--- src/rtl/morse_sequencer_pkg.sv ---
// Shared definitions for the Morse sequencer: FSM state encoding, 2-bit
// symbol codes, symbol/gap lengths in time units and symbols per pattern.
package morse_pkg;
  typedef enum logic [2:0] {
    ST_IDLE  = 3'd0,
    ST_FETCH = 3'd1,
    ST_TONE  = 3'd2,
    ST_GAP   = 3'd3,
    ST_LGAP  = 3'd4,
    ST_DONE  = 3'd5
  } state_e;

  localparam logic [1:0] SYM_END  = 2'b00;
  localparam logic [1:0] SYM_DOT  = 2'b01;
  localparam logic [1:0] SYM_DASH = 2'b10;
  localparam logic [1:0] SYM_RSV  = 2'b11;

  localparam logic [1:0] DOT_UNITS  = 2'd1;
  localparam logic [1:0] DASH_UNITS = 2'd3;
  localparam logic [1:0] GAP_UNITS  = 2'd1;
  localparam logic [1:0] LGAP_UNITS = 2'd3;

  localparam logic [2:0] MAX_SYMS = 3'd5;
endpackage

--- src/rtl/morse_sequencer_if.sv ---
// CPU-side handshake and audio/indicator outputs of the Morse sequencer.
//   start/abort/pattern : CPU -> sequencer
//   busy/done           : playback status
//   tone/sym_dot/sym_dash/sym_count : speaker and LED drive
interface morse_sequencer_if;
  logic       start;
  logic       abort;
  logic [9:0] pattern;
  logic       busy;
  logic       done;
  logic       tone;
  logic       sym_dot;
  logic       sym_dash;
  logic [2:0] sym_count;

  modport master (
    output start, abort, pattern,
    input  busy, done, tone, sym_dot, sym_dash, sym_count
  );

  modport slave (
    input  start, abort, pattern,
    output busy, done, tone, sym_dot, sym_dash, sym_count
  );
endinterface

--- src/rtl/morse_sequencer_unit_timer.sv ---
// Time-unit counter for one FSM state.
//   clk, reset : clock, async active-high reset
//   clear_i    : reload count to 0 (asserted on state entry / while idle)
//   units_i    : length of the current state in Morse units (0 = untimed)
//   expire_o   : high on the last cycle, count == units_i*TICK_DIV-1
module unit_timer #(
  parameter int TICK_DIV = 25_000_000
) (
  input  logic       clk,
  input  logic       reset,
  input  logic       clear_i,
  input  logic [1:0] units_i,
  output logic       expire_o
);
  localparam int CW = $clog2(3 * TICK_DIV);

  logic [CW-1:0] cnt_q, cnt_d;
  logic [31:0]   limit;

  // units_i == 0 wraps the limit to all-ones, so untimed states never expire
  assign limit    = 32'(units_i) * 32'(TICK_DIV) - 32'd1;
  assign expire_o = (32'(cnt_q) == limit);

  // saturate at the limit rather than wrap; the FSM leaves the state anyway
  always_comb begin
    cnt_d = cnt_q;
    if (clear_i)        cnt_d = '0;
    else if (!expire_o) cnt_d = cnt_q + 1'b1;
  end

  always_ff @(posedge clk or posedge reset) begin
    if (reset) cnt_q <= '0;
    else       cnt_q <= cnt_d;
  end
endmodule

--- src/rtl/morse_sequencer.sv ---
// Morse playback controller: latches a 5-symbol pattern on start, plays
// dots/dashes with inter-symbol and letter gaps, then pulses done.
//   clk, reset : clock, async active-high reset
//   bus        : slave side of morse_sequencer_if (start/abort/pattern in,
//                busy/done/tone/sym_dot/sym_dash/sym_count out)
// All outputs are registered from the next-state decode.
module morse_sequencer
  import morse_pkg::*;
#(
  parameter int TICK_DIV = 25_000_000
) (
  input  logic               clk,
  input  logic               reset,
  morse_sequencer_if.slave   bus
);
  localparam logic [2:0] S_IDLE  = ST_IDLE;
  localparam logic [2:0] S_FETCH = ST_FETCH;
  localparam logic [2:0] S_TONE  = ST_TONE;
  localparam logic [2:0] S_GAP   = ST_GAP;
  localparam logic [2:0] S_LGAP  = ST_LGAP;
  localparam logic [2:0] S_DONE  = ST_DONE;

  logic [2:0] state_q, state_d;
  logic [9:0] shift_q, shift_d;
  logic [2:0] cnt_q, cnt_d;
  logic [1:0] len_q, len_d;
  logic       is_dash_q, is_dash_d;
  logic       busy_q, done_q, tone_q, dot_q, dash_q;
  logic       tone_d;
  logic [2:0] cnt_inc;
  logic [1:0] units;
  logic       clear, expire;

  assign cnt_inc = cnt_q + 3'd1;

  always_comb begin
    state_d   = state_q;
    shift_d   = shift_q;
    cnt_d     = cnt_q;
    len_d     = len_q;
    is_dash_d = is_dash_q;
    if (bus.abort && state_q != S_IDLE) begin
      state_d = S_IDLE;  // sym_count deliberately held
    end else begin
      case (state_q)
        S_IDLE: if (bus.start && !bus.abort) begin
          shift_d = bus.pattern;
          cnt_d   = '0;
          state_d = S_FETCH;
        end
        S_FETCH: case (shift_q[9:8])
          SYM_DOT:  begin len_d = DOT_UNITS;  is_dash_d = 1'b0; state_d = S_TONE; end
          SYM_DASH: begin len_d = DASH_UNITS; is_dash_d = 1'b1; state_d = S_TONE; end
          SYM_END, SYM_RSV: state_d = S_LGAP;
          default:  state_d = S_LGAP;
        endcase
        S_TONE: if (expire) state_d = S_GAP;
        S_GAP: if (expire) begin
          shift_d = {shift_q[7:0], 2'b00};
          cnt_d   = cnt_inc;
          state_d = (cnt_inc == MAX_SYMS) ? S_LGAP : S_FETCH;
        end
        S_LGAP: if (expire) state_d = S_DONE;
        S_DONE:  state_d = S_IDLE;
        default: state_d = S_IDLE;
      endcase
    end
  end

  always_comb begin
    units = 2'd0;
    case (state_q)
      S_TONE:  units = len_q;
      S_GAP:   units = GAP_UNITS;
      S_LGAP:  units = LGAP_UNITS;
      default: units = 2'd0;
    endcase
  end

  // restart the unit count on every state change and keep it parked in IDLE
  assign clear = (state_d != state_q) || (state_q == S_IDLE);

  unit_timer #(.TICK_DIV(TICK_DIV)) u_timer (
    .clk      (clk),
    .reset    (reset),
    .clear_i  (clear),
    .units_i  (units),
    .expire_o (expire)
  );

  assign tone_d = (state_d == S_TONE);

  always_ff @(posedge clk or posedge reset) begin
    if (reset) begin
      state_q   <= S_IDLE;
      shift_q   <= '0;
      cnt_q     <= '0;
      len_q     <= '0;
      is_dash_q <= 1'b0;
      busy_q    <= 1'b0;
      done_q    <= 1'b0;
      tone_q    <= 1'b0;
      dot_q     <= 1'b0;
      dash_q    <= 1'b0;
    end else begin
      state_q   <= state_d;
      shift_q   <= shift_d;
      cnt_q     <= cnt_d;
      len_q     <= len_d;
      is_dash_q <= is_dash_d;
      busy_q    <= (state_d == S_FETCH) || (state_d == S_TONE) ||
                   (state_d == S_GAP)   || (state_d == S_LGAP);
      done_q    <= (state_d == S_DONE);
      tone_q    <= tone_d;
      dot_q     <= tone_d && !is_dash_d;
      dash_q    <= tone_d && is_dash_d;
    end
  end

  assign bus.busy      = busy_q;
  assign bus.done      = done_q;
  assign bus.tone      = tone_q;
  assign bus.sym_dot   = dot_q;
  assign bus.sym_dash  = dash_q;
  assign bus.sym_count = cnt_q;
endmodule

--- src/flat_wrapper.sv ---
// flat-port wrapper written by rule: the top's interface ports become plain ports
module morse_sequencer_flat import morse_pkg::*;
#(
  parameter int TICK_DIV = 25_000_000
)
  (clk, reset, bus_start, bus_abort, bus_pattern, bus_busy, bus_done, bus_tone, bus_sym_dot, bus_sym_dash, bus_sym_count);
  morse_sequencer_if bus_i ();
  input  logic clk;
  input  logic reset;
  input wire logic [$bits(bus_i.start)-1:0] bus_start;
  input wire logic [$bits(bus_i.abort)-1:0] bus_abort;
  input wire logic [$bits(bus_i.pattern)-1:0] bus_pattern;
  output wire logic [$bits(bus_i.busy)-1:0] bus_busy;
  output wire logic [$bits(bus_i.done)-1:0] bus_done;
  output wire logic [$bits(bus_i.tone)-1:0] bus_tone;
  output wire logic [$bits(bus_i.sym_dot)-1:0] bus_sym_dot;
  output wire logic [$bits(bus_i.sym_dash)-1:0] bus_sym_dash;
  output wire logic [$bits(bus_i.sym_count)-1:0] bus_sym_count;
  assign bus_i.start = bus_start;
  assign bus_i.abort = bus_abort;
  assign bus_i.pattern = bus_pattern;
  assign bus_busy = bus_i.busy;
  assign bus_done = bus_i.done;
  assign bus_tone = bus_i.tone;
  assign bus_sym_dot = bus_i.sym_dot;
  assign bus_sym_dash = bus_i.sym_dash;
  assign bus_sym_count = bus_i.sym_count;
  morse_sequencer #(.TICK_DIV(TICK_DIV)) u_core (.clk(clk), .reset(reset), .bus(bus_i));
endmodule
--- config.mk ---
export PLATFORM = sky130hd
export DESIGN_NAME = morse_sequencer_flat
export DESIGN_NICKNAME = d
export VERILOG_FILES = /design/src/rtl/morse_sequencer_pkg.sv /design/src/rtl/morse_sequencer_if.sv /design/src/rtl/morse_sequencer_unit_timer.sv /design/src/rtl/morse_sequencer.sv /design/src/flat_wrapper.sv
export SDC_FILE = /design/constraint.sdc
export NUM_CORES = 1
export LEC_CHECK = 0
export CORE_MARGIN = 2
export CORE_UTILIZATION = 53
export DETAILED_ROUTE_END_ITERATION = 8
export GPL_TIMING_DRIVEN = 0
export PLACE_DENSITY = 0.79
export SLEW_MARGIN = 20
export SYNTH_ARGS = -nofsm -noshare
export SYNTH_HDL_FRONTEND = slang
export SYNTH_SLANG_ARGS = --single-unit
--- constraint.sdc ---
create_clock -name clk -period 3.5 [get_ports clk]
set_input_delay 0.525 -clock clk [delete_from_list [all_inputs] [get_ports clk]]
set_output_delay 0.525 -clock clk [all_outputs]
set_load 0.05 [all_outputs]
* Word-level counts from Yosys, hierarchy flattened
Index checks and enable logic that the tools add are counted.
** Word-level totals
- Register bits after elaboration :: 51
- Input port bits :: 14
- Output and inout port bits :: 8
- Logic and storage cells :: 74
** Cells by class
- Add/subtract/negate cells :: 3
- $mul :: 1
- Equality and inequality tests :: 18
- Multiplexer cells :: 21
- Bitwise gates (word level) :: 1
- Reductions and logical operators :: 19
** Operator list (number)
- 27-bit 2-to-1 mux :: 2
- 27-bit by 32-bit == test with 1-bit output :: 1
- 27-bit by 1-bit subtractor with 28-bit output (second input constant) :: 1
- 27-bit by 1-bit adder with 27-bit output (second input constant) :: 1
- 3-bit 2-to-1 mux :: 8
- 2-bit by 19-bit multiplier with 21-bit output (second input constant) :: 1
- 10-bit 2-to-1 mux :: 2
- 10-bit one-hot mux with 2 select lines :: 1
- 3-bit one-hot mux with 5 select lines :: 1
- 3-bit by 2-bit == test with 1-bit output (second input constant) :: 4
- 3-bit == test (second input constant) :: 4
- 3-bit one-hot mux with 2 select lines :: 2
- 3-bit by 1-bit == test with 1-bit output (second input constant) :: 2
- 2-bit by 1-bit != test with 1-bit output (second input constant) :: 3
- 2-bit one-hot mux with 3 select lines :: 1
- 2-bit == test (second input constant) :: 2
- 1-bit logical AND :: 4
- 1-bit logical OR :: 4
- 2-bit one-hot mux with 2 select lines :: 1
- 4-bit AND reduction :: 1
- 2-bit nonzero test :: 2
- 2-bit OR reduction :: 2
- 3-bit by 1-bit adder with 3-bit output (second input constant) :: 1
- 3-bit logical NOT :: 1
- 9 further kinds :: 11

* Logic depth before layout (Yosys ltp)
Gate-level depths: netlist of run 1.
- Word-level depth :: 12
- Gate-level depth with buffers :: 14
- Gate-level depth less buffers :: 11

* Hierarchy
Synthesis of run 1 repeated with hierarchy kept, for this count alone.
** Second synthesis, totals
- Cell total of the unflattened synthesis :: 317
- Area, all modules :: 2906.5 um2
** By module, submodules not included
- unit_timer :: instances 1, cells each 196, area each 1680.4 um2, seq. area each 675.6 um2
- morse_sequencer :: instances 1, cells each 121, area each 1226.2 um2, seq. area each 600.6 um2

* Least setup slack after synthesis of run 1
No wires, ideal clock.
- Path kind :: register to register
- From :: register u_core.state_q[2]
- To :: register u_core.shift_q[2]
- Library setup time :: 0.125 ns
- Arrival time :: 3.643 ns
- Required time :: 3.375 ns
- Path slack :: -0.268 ns
- Stages on the path, launching flop included :: 13
- Buffers on the path :: 2
- Clock period less this slack :: 3.768 ns
- Cells stage by stage :: dfrtp_1 -> clkbuf_1 -> and2b_2 -> nand2_1 -> a21o_1 -> ha_1 -> or4_1 -> or4_4 -> or4_4 -> or4_4 -> buf_6 -> nand2_8 -> mux2_4
** On the way
- Cells in the longest elaborated chain, start to end :: 7
- Elaborated cells on any way between the ends :: 16
- Classes of those cells :: add/sub (1); mul (1); eq/ne (6); mux (2); bitwise (1); reduce/logical (5)
** Ends and longest elaborated chain
- start, declared :: RTL line morse_sequencer.sv:23 : logic [2:0] state_q, state_d;
- start signal, assigned :: RTL line morse_sequencer.sv:106 : state_q <= state_d;
- 3-bit == test (tied with other cells) :: RTL line morse_sequencer.sv:72 : case (state_q)
- 2-bit one-hot mux with 3 select lines :: RTL line morse_sequencer.sv:72
- 2-bit by 19-bit multiplier with 21-bit output :: RTL line morse_sequencer_unit_timer.sv:21 : assign limit = 32'(units_i) * 32'(TICK_DIV) - 32'd1;
- 27-bit by 1-bit subtractor with 28-bit output :: RTL line morse_sequencer_unit_timer.sv:21
- 27-bit by 32-bit == test with 1-bit output :: RTL line morse_sequencer_unit_timer.sv:22 : assign expire_o = (32'(cnt_q) == limit);
- 2-bit by 1-bit != test with 1-bit output (no line)
- 4-bit AND reduction (no line)
- end signal, assigned :: RTL line morse_sequencer.sv:107 : shift_q <= shift_d;
- end, declared :: RTL line morse_sequencer.sv:24 : logic [9:0] shift_q, shift_d;
Several ways; a longest one is shown, not always the timed one.
A chain may end at the register's enable or synchronous reset.

* Worst setup path in the final report of run 1
- From :: register u_core.state_q[1]
- To :: register u_core.shift_q[2]
The elaborated chain is that of the path after synthesis.

==> impl_metrics.ini, run 1 <==
[die]
die_w_um = 77.6
io_pins = 22
die_h_um = 77.6
fp.coreArea_mm2 = 0.00517
initial_utilization_pct = 55.5
die-area_mm2 = 0.00602
rows = 26

[worst_hold_path]
hold_end = u_core.shift_q[1]$_DFFE_PP0P_
min_from = u_core.shift_q[1]$_DFFE_PP0P_
hold_depth = 2
hp-class = flop to flop

[yosys]
yosysSeqAreaShare_pct = 44.5
synthesis.nets = 308
yosys.area_share.xor_xnor_pct = 8.85
synth_top_family_by_area = simple AND/OR/NAND/NOR gates
synth.area.top_cells = dfrtp_1 44%, nor3_1 5.9%, xnor2_1 5.2%
yosys.area_share.simple_pct = 22.8
syn_inst = 286
ys.flop_type = dfrtp_1
synth_top_area_share_pct = 44.5
yosysMostFrequentCell = dfrtp_1
ys_seq_elements = 51
async_flop_share_pct = 100
yosysTopAreaCell = dfrtp_1
syn-cell-area_mm2 = 0.00287
synth_cell_types = 48
ys_top_cells_by_count = 51 x dfrtp_1, 34 x nor3_1, 20 x nand3_1, 17 x nand2_1, 17 x xnor2_1
synth-edff-count = 0
synthMuxAreaShare_pct = 9.72
synthAdderAreaFrac_pct = 3.84
yosysWarnings = 0
synth_compound_area_share_pct = 6.10
synth.avg_cell_area_um2 = 10.0

[setup_path]
worst_ep_required_time_ns = 3.71
cp_common_cell = or4_4
rrSetupSlack_ns = -0.25
cp_max_fo = 8
path_cells = clkbuf_8 -> and2b_2 -> nand2_1 -> a21o_1 -> ha_2 -> or4_4 -> or4_4 -> or4_4 -> or4_4 -> nand2_8 -> mux2_4
slowest_delay_ns = 0.55
critPathCaptureType = flop
cp-start-kind = flop
worstPathArrival_ns = 3.96
slowest_stage = or4_4
rr_startpoint = u_core.state_q[1]$_DFF_PP0_
reg2reg_depth = 11
r2r_end = u_core.shift_q[2]$_DFFE_PP0P_
crit_type = flop to flop

[power]
p_clk_share_pct = 20.5
p_leak_nw = 1.47
peakVddDrop_v = 0.000316
swShare_pct = 35.9
power.density_mw_per_mm2 = 582
p_int_w = 0.00129
seq_power_share_pct = 36.9
pwr-share-comb_pct = 42.6
switching_power_w = 0.000722

[global_routing]
grt_pass1_wl_mm = 9.93
grt_overflow = 0
grt_use_met2_pct = 35.4
grt_max_degree = 29
met1_usage_pct = 26.0
antenna_found_initial = 0
grt_util_all_layers_pct = 20.8
grt_pass1_vias = 2140
top_usage_layer = met2
grtUsageMet3_pct = 4.19

[run_status]
violations = negative setup slack
status = finished with violations

[clocking]
clk_pin_slew_ns = 0.10
hold_buffers = 0
cts.sinks = 51
cts_buffers = 5
clkLatencyLatePin_ns = 0.31
clockBufferDepth = 2
cts_root_buf = clkbuf_8
h-tree-depth = 2
cts_tree = done

[placement]
place_inst = 378
hpwl_mm = 4.17
portBuffers = 21
routabilityCongestion = 0.795

[drt]
detail_route.wl_per_cell_um = 15.2
finalWirelength_mm = 6.02
dr_total_vias = 2246
drcViolationCount = 0
ant_nets = 0
drtIter0Drc = 147
viasPerCell = 5.66
first_pass_iters = 4

[sta]
tightest_slew_ns = 0.561
finalMaxSlewViolations = 0
fmax_mhz = 266
holdWs_ns = 0.499
clock_skew_ns = 0.00931
hold_viol_final = 0
fin_ws_ns = -0.254
finalCritPeriodShare_pct = 107
rsz0062_at_grt = yes
min_period_ns = 3.75
finalSetupViolations = 44
timing.slew.headroom_pct = 62.3

[final_layout]
post-route-util_pct = 66.9
nets = 348
layout-drive-gt1-share_pct = 20.2
stdcell_count = 397
diodes = 0
syn_to_final_growth_pct = 20.5

[run]
cap_violations = 0
-- worst max-delay path by stage --
stage	startpoint	to	cells after the start
floorplan	u_core.state_q[2]$_DFF_PP0_	u_core.shift_q[2]$_DFFE_PP0P_	12
global placement	u_core.state_q[1]$_DFF_PP0_	u_core.u_timer.cnt_q[9]$_DFFE_PP0P_	11
detailed placement	u_core.state_q[1]$_DFF_PP0_	u_core.u_timer.cnt_q[6]$_DFFE_PP0P_	11
CTS	u_core.state_q[1]$_DFF_PP0_	u_core.shift_q[3]$_DFFE_PP0P_	11
global route	u_core.state_q[1]$_DFF_PP0_	u_core.u_timer.cnt_q[9]$_DFFE_PP0P_	12
finish	u_core.state_q[1]$_DFF_PP0_	u_core.shift_q[2]$_DFFE_PP0P_	11
-- power by group through the flow --
stage	clock network, W	registers, W	logic, W
global placement	0	0.000744	0.000699
finish	0.000412	0.000742	0.000857
detailed placement	0	0.000751	0.000714
global route	0.000446	0.000753	0.000934
CTS	0.000422	0.000742	0.000802
floorplan	0	0.000777	0.000505
-- metrics by stage --
stage / worst slack [ns] / power [W] / cell area, µm² / setup TNS, ns
CTS: -0.259 / 0.00197 / 3420 / -7.76
global route: -0.334 / 0.00213 / 3460 / -12.56
finish: -0.254 / 0.00201 / 3460 / -8.12
detailed placement: -0.741 / 0.00147 / 3210 / -22.06
floorplan: -0.203 / 0.00128 / 2890 / -2.42
global placement: -0.745 / 0.00144 / 3190 / -21.64
-- cell type report --
type,instances,area (µm²)
clock inverter,3,43.8
fill,389,1710
multi-input combinational,208,1530
clock buffer,5,68.8
tap,70,87.6
inverter,15,56.3
sequential,51,1280
buffer,11,76.3
timing repair buffer,34,320
-- critical path, delay by kind of cell, from the launching register on --
family                   cells  cell delay, ns
AND/OR/NAND/NOR              7            2.34
flip-flops                   1            0.45
multiplexers                 1            0.31
AO/OA/AOI/OAI                1            0.19
adder cells (fa/ha/maj)      1            0.18
buffers and inverters        1            0.17
-- sequential cells by signal, summed over array words and instances, names as in the netlist --
| name | count |
|---|---|
| u_core.bus.sym_dot | 1 |
| u_core.bus.done | 1 |
| u_core.bus.sym_dash | 1 |
| u_core.u_timer.cnt_q | 27 |
| u_core.state_q | 3 |
| u_core.is_dash_q | 1 |
| u_core.bus.sym_count | 3 |
| u_core.bus.busy | 1 |
| u_core.len_q | 2 |
| u_core.shift_q | 10 |
| u_core.bus.tone | 1 |
-- placed cells by master, fill, tap and decap left out, types with 2 or more instances in the layout --
master,count
clkbuf_2,2
a31o_2,2
o21ai_0,5
nand2b_1,2
clkbuf_1,2
a211oi_1,2
dfrtp_1,51
inv_1,14
and3_1,4
nor3_1,34
xor2_1,12
mux2_2,11
and4_1,3
clkdlybuf4s50_1,21
mux2i_1,4
o211ai_1,2
buf_4,13
xnor2_1,17
nand4_1,4
and2_1,3
nor3b_1,2
nor2_1,13
a21oi_1,10
clkbuf_8,7
ha_1,7
buf_2,3
or4_4,4
nand3_1,20
nand2_1,17
or2_2,2
mux2_4,7
-- cell families after synthesis --
group,after synthesis
AND/OR/NAND/NOR,119
buffers and inverters,27
multiplexers,23
flip-flops,51
AO/OA/AOI/OAI,28
XOR/XNOR,29
adder cells (fa/ha/maj),9
-- routing by layer --
layer | vias to the layer above | routed length, µm
li1 | 1096 | -
met1 | 1084 | 2710
met3 | 11 | 246
met2 | 55 | 2940
met4 | 0 | 116
met5 | - | 0
-- timing repair --
action | in CTS | in global routing
resized for setup | 11 | 1
pin swaps | 3 | 2
setup endpoints to repair | 46 | 46
setup buffers | 8 | 4
hold endpoints to repair | 0 | 0
(Power assumes the default switching activity.)
==> run 2: changes to the inputs <==
- GPL_TIMING_DRIVEN: 0 -> unset
==> impl_metrics.ini, run 2 (synthesis gave the netlist of run 1 again) <==
[clocking]
cts_buffers = 5
cts_root_buf = clkbuf_8
h-tree-depth = 2
cts.sinks = 51
clockBufferDepth = 2
clkLatencyLatePin_ns = 0.30
hold_buffers = 0
cts_tree = done
clk_pin_slew_ns = 0.09

[final_layout]
regMostFlops = u_core.u_timer.cnt_q
nets = 346
diodes = 0
layout-drive-gt1-share_pct = 20.6
stdcell_count = 395
final_cell_mix = 51 x dfrtp_1, 34 x nor3_1, 21 x clkdlybuf4s50_1
largestRegisters = u_core.u_timer.cnt_q: 27 flops, u_core.shift_q: 10 flops
largest_register_ffs = 27
final_area_mm2 = 0.00343
syn_to_final_growth_pct = 19.6
final_common_cell = dfrtp_1

[power]
power.density_mw_per_mm2 = 579
peakVddDrop_v = 0.000375
p_leak_nw = 1.47

[sta]
hold_viol_final = 0
timing.slew.headroom_pct = 42.3
rsz0062_at_grt = yes
finalSetupViolations = 6
fmax_mhz = 285
clock_skew_ns = 0.0106
tightest_slew_ns = 0.865
fin_ws_ns = -0.00819
min_period_ns = 3.51
finalCritPeriodShare_pct = 100
finalMaxSlewViolations = 0

[drt]
finalWirelength_mm = 5.96
first_pass_iters = 4
drcViolationCount = 0
ant_nets = 0
detail_route.wl_per_cell_um = 15.1
viasPerCell = 5.70
dr_total_vias = 2251
drtIter0Drc = 84

[global_routing]
grt_pass1_wl_mm = 10.1
grt_max_degree = 52
grt_util_all_layers_pct = 20.9
grt_pass1_vias = 2252
grt_overflow = 0
antenna_found_initial = 0

[setup_path]
worst_ep_required_time_ns = 3.69
critPathCaptureType = flop
worstPathArrival_ns = 3.70
crit_type = flop to flop
cp-start-kind = flop
cp_max_fo = 8
rrSetupSlack_ns = -0.008

[placement]
post_dp_cell_area_mm2 = 0.00327
place_inst = 382
routabilityCongestion = 0.832
hpwl_mm = 4.08
portBuffers = 21

[die]
fp.coreArea_mm2 = 0.00517
io_pins = 22
rows = 26
die_h_um = 77.6
die-area_mm2 = 0.00602
initial_utilization_pct = 55.5
die_w_um = 77.6

[worst_hold_path]
hp-class = flop to flop

[run]
cap_violations = 0

[run_status]
status = finished with violations
violations = negative setup slack
==> run 2: cell count changes in the layout (fill, tap and decap cells not counted), sizes merged <==
cell | before | now
buf | 17 | 22
clkbuf | 11 | 7
bufinv | 1 | 0
clkinv | 2 | 1
clkinvlp | 0 | 1
dlygate4sd1 | 1 | 0
inv | 15 | 14
==> run 2: power breakdown <==
| group | total [W] | switching (W) | internal (W) |
|---|---|---|---|
| clock network | 0.000368 | 0.000188 | 0.000180 |
| registers | 0.000744 | 0.0000568 | 0.000687 |
| logic | 0.000874 | 0.000467 | 0.000407 |
| total | 0.00199 | 0.000712 | 0.00127 |
==> run 2: worst paths after layout <==
| check | from | end | depth (start not counted) |
|---|---|---|---|
| min reg2reg | u_core.len_q[0]$_DFFE_PP0P_ | u_core.len_q[0]$_DFFE_PP0P_ | 1 |
| min | u_core.len_q[0]$_DFFE_PP0P_ | u_core.len_q[0]$_DFFE_PP0P_ | 1 |
| max | u_core.state_q[2]$_DFF_PP0_ | u_core.shift_q[4]$_DFFE_PP0P_ | 10 |
| min in group asynchronous | reset | u_core.shift_q[6]$_DFFE_PP0P_ | 2 |
| max reg2reg | u_core.state_q[2]$_DFF_PP0_ | u_core.shift_q[4]$_DFFE_PP0P_ | 10 |
| max in group asynchronous | reset | u_core.bus.busy$_DFF_PP0_ | 2 |
==> run 2: layer usage <==
layer	GRT usage (%)	part of all wire, %
met5	0	0
met2	35.1	51
met3	3.60	4.2
met1	27.4	44
met4	7.14	1.3
==> run 2: through the flow <==
| stage | setup TNS [ns] | setup WS (ns) | hold slack, ns | utilization [%] | power (W) |
|---|---|---|---|---|---|
| after detailed placement | -0.980 | -0.130 | 0.485 | 63.2 | 0.00157 |
| after global routing | -0.908 | -0.108 | 0.531 | 66.4 | 0.00211 |
| final | -0.0206 | -0.00819 | 0.513 | 66.4 | 0.00199 |
| after floorplan | -2.42 | -0.203 | 0.441 | - | 0.00128 |
| after CTS | -0.248 | -0.0405 | 0.510 | 65.8 | 0.00197 |
| after global placement | -0.226 | -0.0327 | 0.484 | 63.2 | 0.00155 |
==> run 2: repair_timing <==
action / in CTS / in global routing
pin swaps: 5 / 2
setup buffers: 3 / 2
resized for setup: 2 / 4
setup endpoints to repair: 11 / 43
==> run 2: worst max-delay path, stage by stage, from the launching register on <==
cell and delay (ns):
dfrtp_1 0.42, and2b_2 0.23, nand2_1 0.05, a21o_1 0.17, ha_2 0.18, or4_4 0.41, or4_4 0.43, or4_4 0.52
or4_4 0.55, nand2_8 0.13, mux2_4 0.31
==> run 2: layout make-up <==
cell class,count,area [µm²]
tap,70,87.6
fill,402,1740
multi-input combinational,208,1510
inverter,15,57.6
timing repair buffer,43,400
clock buffer,7,96.3
sequential,51,1280
clock inverter,1,7.51
==> run 3: changes to the inputs <==
- CORE_MARGIN: 2 -> unset
==> impl_metrics.ini, run 3 (synthesis gave the netlist of run 1 again) <==
[placement]
place_inst = 382
hpwl_mm = 4.02
routabilityCongestion = 0.820
place_ws_ns = -0.110
portBuffers = 21

[clocking]
clockBufferDepth = 2
cts_buffers = 5
cts_tree = done
clk_pin_slew_ns = 0.10
cts.sinks = 51
cts_root_buf = clkbuf_8
h-tree-depth = 2
clkLatencyLatePin_ns = 0.31

[setup_path]
worst_ep_required_time_ns = 3.70
path_cells = and2b_2 -> nand2_1 -> a21o_1 -> ha_2 -> or4_4 -> or4_4 -> or4_4 -> or4_4 -> nand2_8 -> mux2_4
cp_max_fo = 8
cp-start-kind = flop
slowest_delay_ns = 0.55
critPathBufInv = 0
critPathCaptureType = flop
crit_start = u_core.state_q[2]$_DFF_PP0_
crit_type = flop to flop
cp_top_family = simple AND/OR/NAND/NOR gates
worstPathArrival_ns = 3.83
slowest_stage = or4_4
cp_common_cell = or4_4
rr_startpoint = u_core.state_q[2]$_DFF_PP0_

[sta]
rsz0062_at_grt = yes
fin_ws_ns = -0.122
hold_viol_final = 0
setup_tns_ns = -1.12
tightest_slew_ns = 0.875
fmax_mhz = 276
timing.slew.headroom_pct = 41.6
finalCritPeriodShare_pct = 103
clock_skew_ns = 0.0115
min_period_ns = 3.62
finalSetupViolations = 13
finalMaxSlewViolations = 0

[global_routing]
grt_overflow = 0
grt_max_degree = 52
antenna_found_initial = 0
grt_util_all_layers_pct = 23.3
grtUsageMet3_pct = 4.37
grt_pass1_wl_mm = 9.89
grt_pass1_vias = 2149
grt_use_met2_pct = 38.0
met1_usage_pct = 31.4
top_usage_layer = met2

[final_layout]
largest_register_ffs = 27
stdcell_count = 396
fillers = 399
final_cell_mix = 51 x dfrtp_1, 34 x nor3_1, 21 x clkdlybuf4s50_1, 21 x buf_4, 20 x nand3_1
layout-drive-gt1-share_pct = 20.2
syn_to_final_growth_pct = 19.7
final_common_cell = dfrtp_1
regMostFlops = u_core.u_timer.cnt_q
diodes = 0
nets = 347
largestRegisters = u_core.u_timer.cnt_q: 27 flops, u_core.shift_q: 10 flops

[run_status]
status = finished with violations
violations = negative setup slack

[drt]
dr_total_vias = 2220
viasPerCell = 5.61
drtIter0Drc = 135
ant_nets = 0
detail_route.wl_per_cell_um = 15.0
first_pass_iters = 4
drcViolationCount = 0
finalWirelength_mm = 5.94

[worst_hold_path]
hp-class = flop to flop
min_from = u_core.shift_q[1]$_DFFE_PP0P_

[die]
io_pins = 22
die_w_um = 75.6
die_h_um = 75.6
fp.coreArea_mm2 = 0.00517
die-area_mm2 = 0.00571
initial_utilization_pct = 55.5
rows = 26

[run]
cap_violations = 0

[power]
p_leak_nw = 1.47
peakVddDrop_v = 0.000337
power.density_mw_per_mm2 = 592
run 3: timing repair:
| item | 4_1_cts | 5_1_grt |
|---|---|---|
| hold buffers | 0 | 0 |
| setup endpoints to repair | 12 | 41 |
| gates resized for setup | 1 | 0 |
| setup buffers | 2 | 4 |
run 3: power by group:
group          total [W]  internal (W)  switching (W)
combinational   0.000857      0.000407       0.000451
clock           0.000430      0.000232       0.000198
sequential      0.000746      0.000687      0.0000587
run 3: final cells by class:
class | instances | area (µm²) | area share, %
well taps | 70 | 87.6 | 2.55
flip-flops and latches | 51 | 1280 | 37.1
multi-input cells | 208 | 1490 | 43.3
clock buffers | 6 | 82.6 | 2.40
clock inverters | 2 | 35.0 | 1.02
repair buffers | 44 | 408 | 11.9
inverters | 15 | 57.6 | 1.68
run 3: worst paths after layout:
kind	to	slack, ns	depth (start not counted)
max in group asynchronous	u_core.u_timer.cnt_q[25]$_DFFE_PP0P_	2.29	2
min	u_core.shift_q[1]$_DFFE_PP0P_	0.52	2
min reg2reg	u_core.shift_q[1]$_DFFE_PP0P_	0.52	2
min in group asynchronous	u_core.shift_q[6]$_DFFE_PP0P_	0.69	2
max	u_core.shift_q[2]$_DFFE_PP0P_	-0.12	10
max reg2reg	u_core.shift_q[2]$_DFFE_PP0P_	-0.12	10
run 3: metrics by stage:
| stage | hold slack, ns | util [%] | total power, W | instance area, µm² |
|---|---|---|---|---|
| 2_1_floorplan | 0.441 | - | 0.00128 | 2890 |
| 3_3_place_gp | 0.475 | 63.2 | 0.00156 | 3270 |
| 3_5_place_dp | 0.493 | 63.2 | 0.00158 | 3270 |
| 4_1_cts | 0.518 | 65.8 | 0.00203 | 3400 |
| 5_1_grt | 0.544 | 66.4 | 0.00215 | 3440 |
| 6_report | 0.517 | 66.4 | 0.00203 | 3440 |
run 3: metal layers:
layer	wire length, µm	share of wire, %
met1	2720	46
met2	2910	49
met3	256	4.3
met4	51	0.86
met5	0	0
run 3: worst reg2reg max path, delay by kind of cell, from the launching register on:
kind	cells	cell delay [ns]
AO/OA/AOI/OAI	1	0.17
adder cells (fa/ha/maj)	1	0.18
flip-flops	1	0.40
multiplexers	1	0.31
AND/OR/NAND/NOR	7	2.48
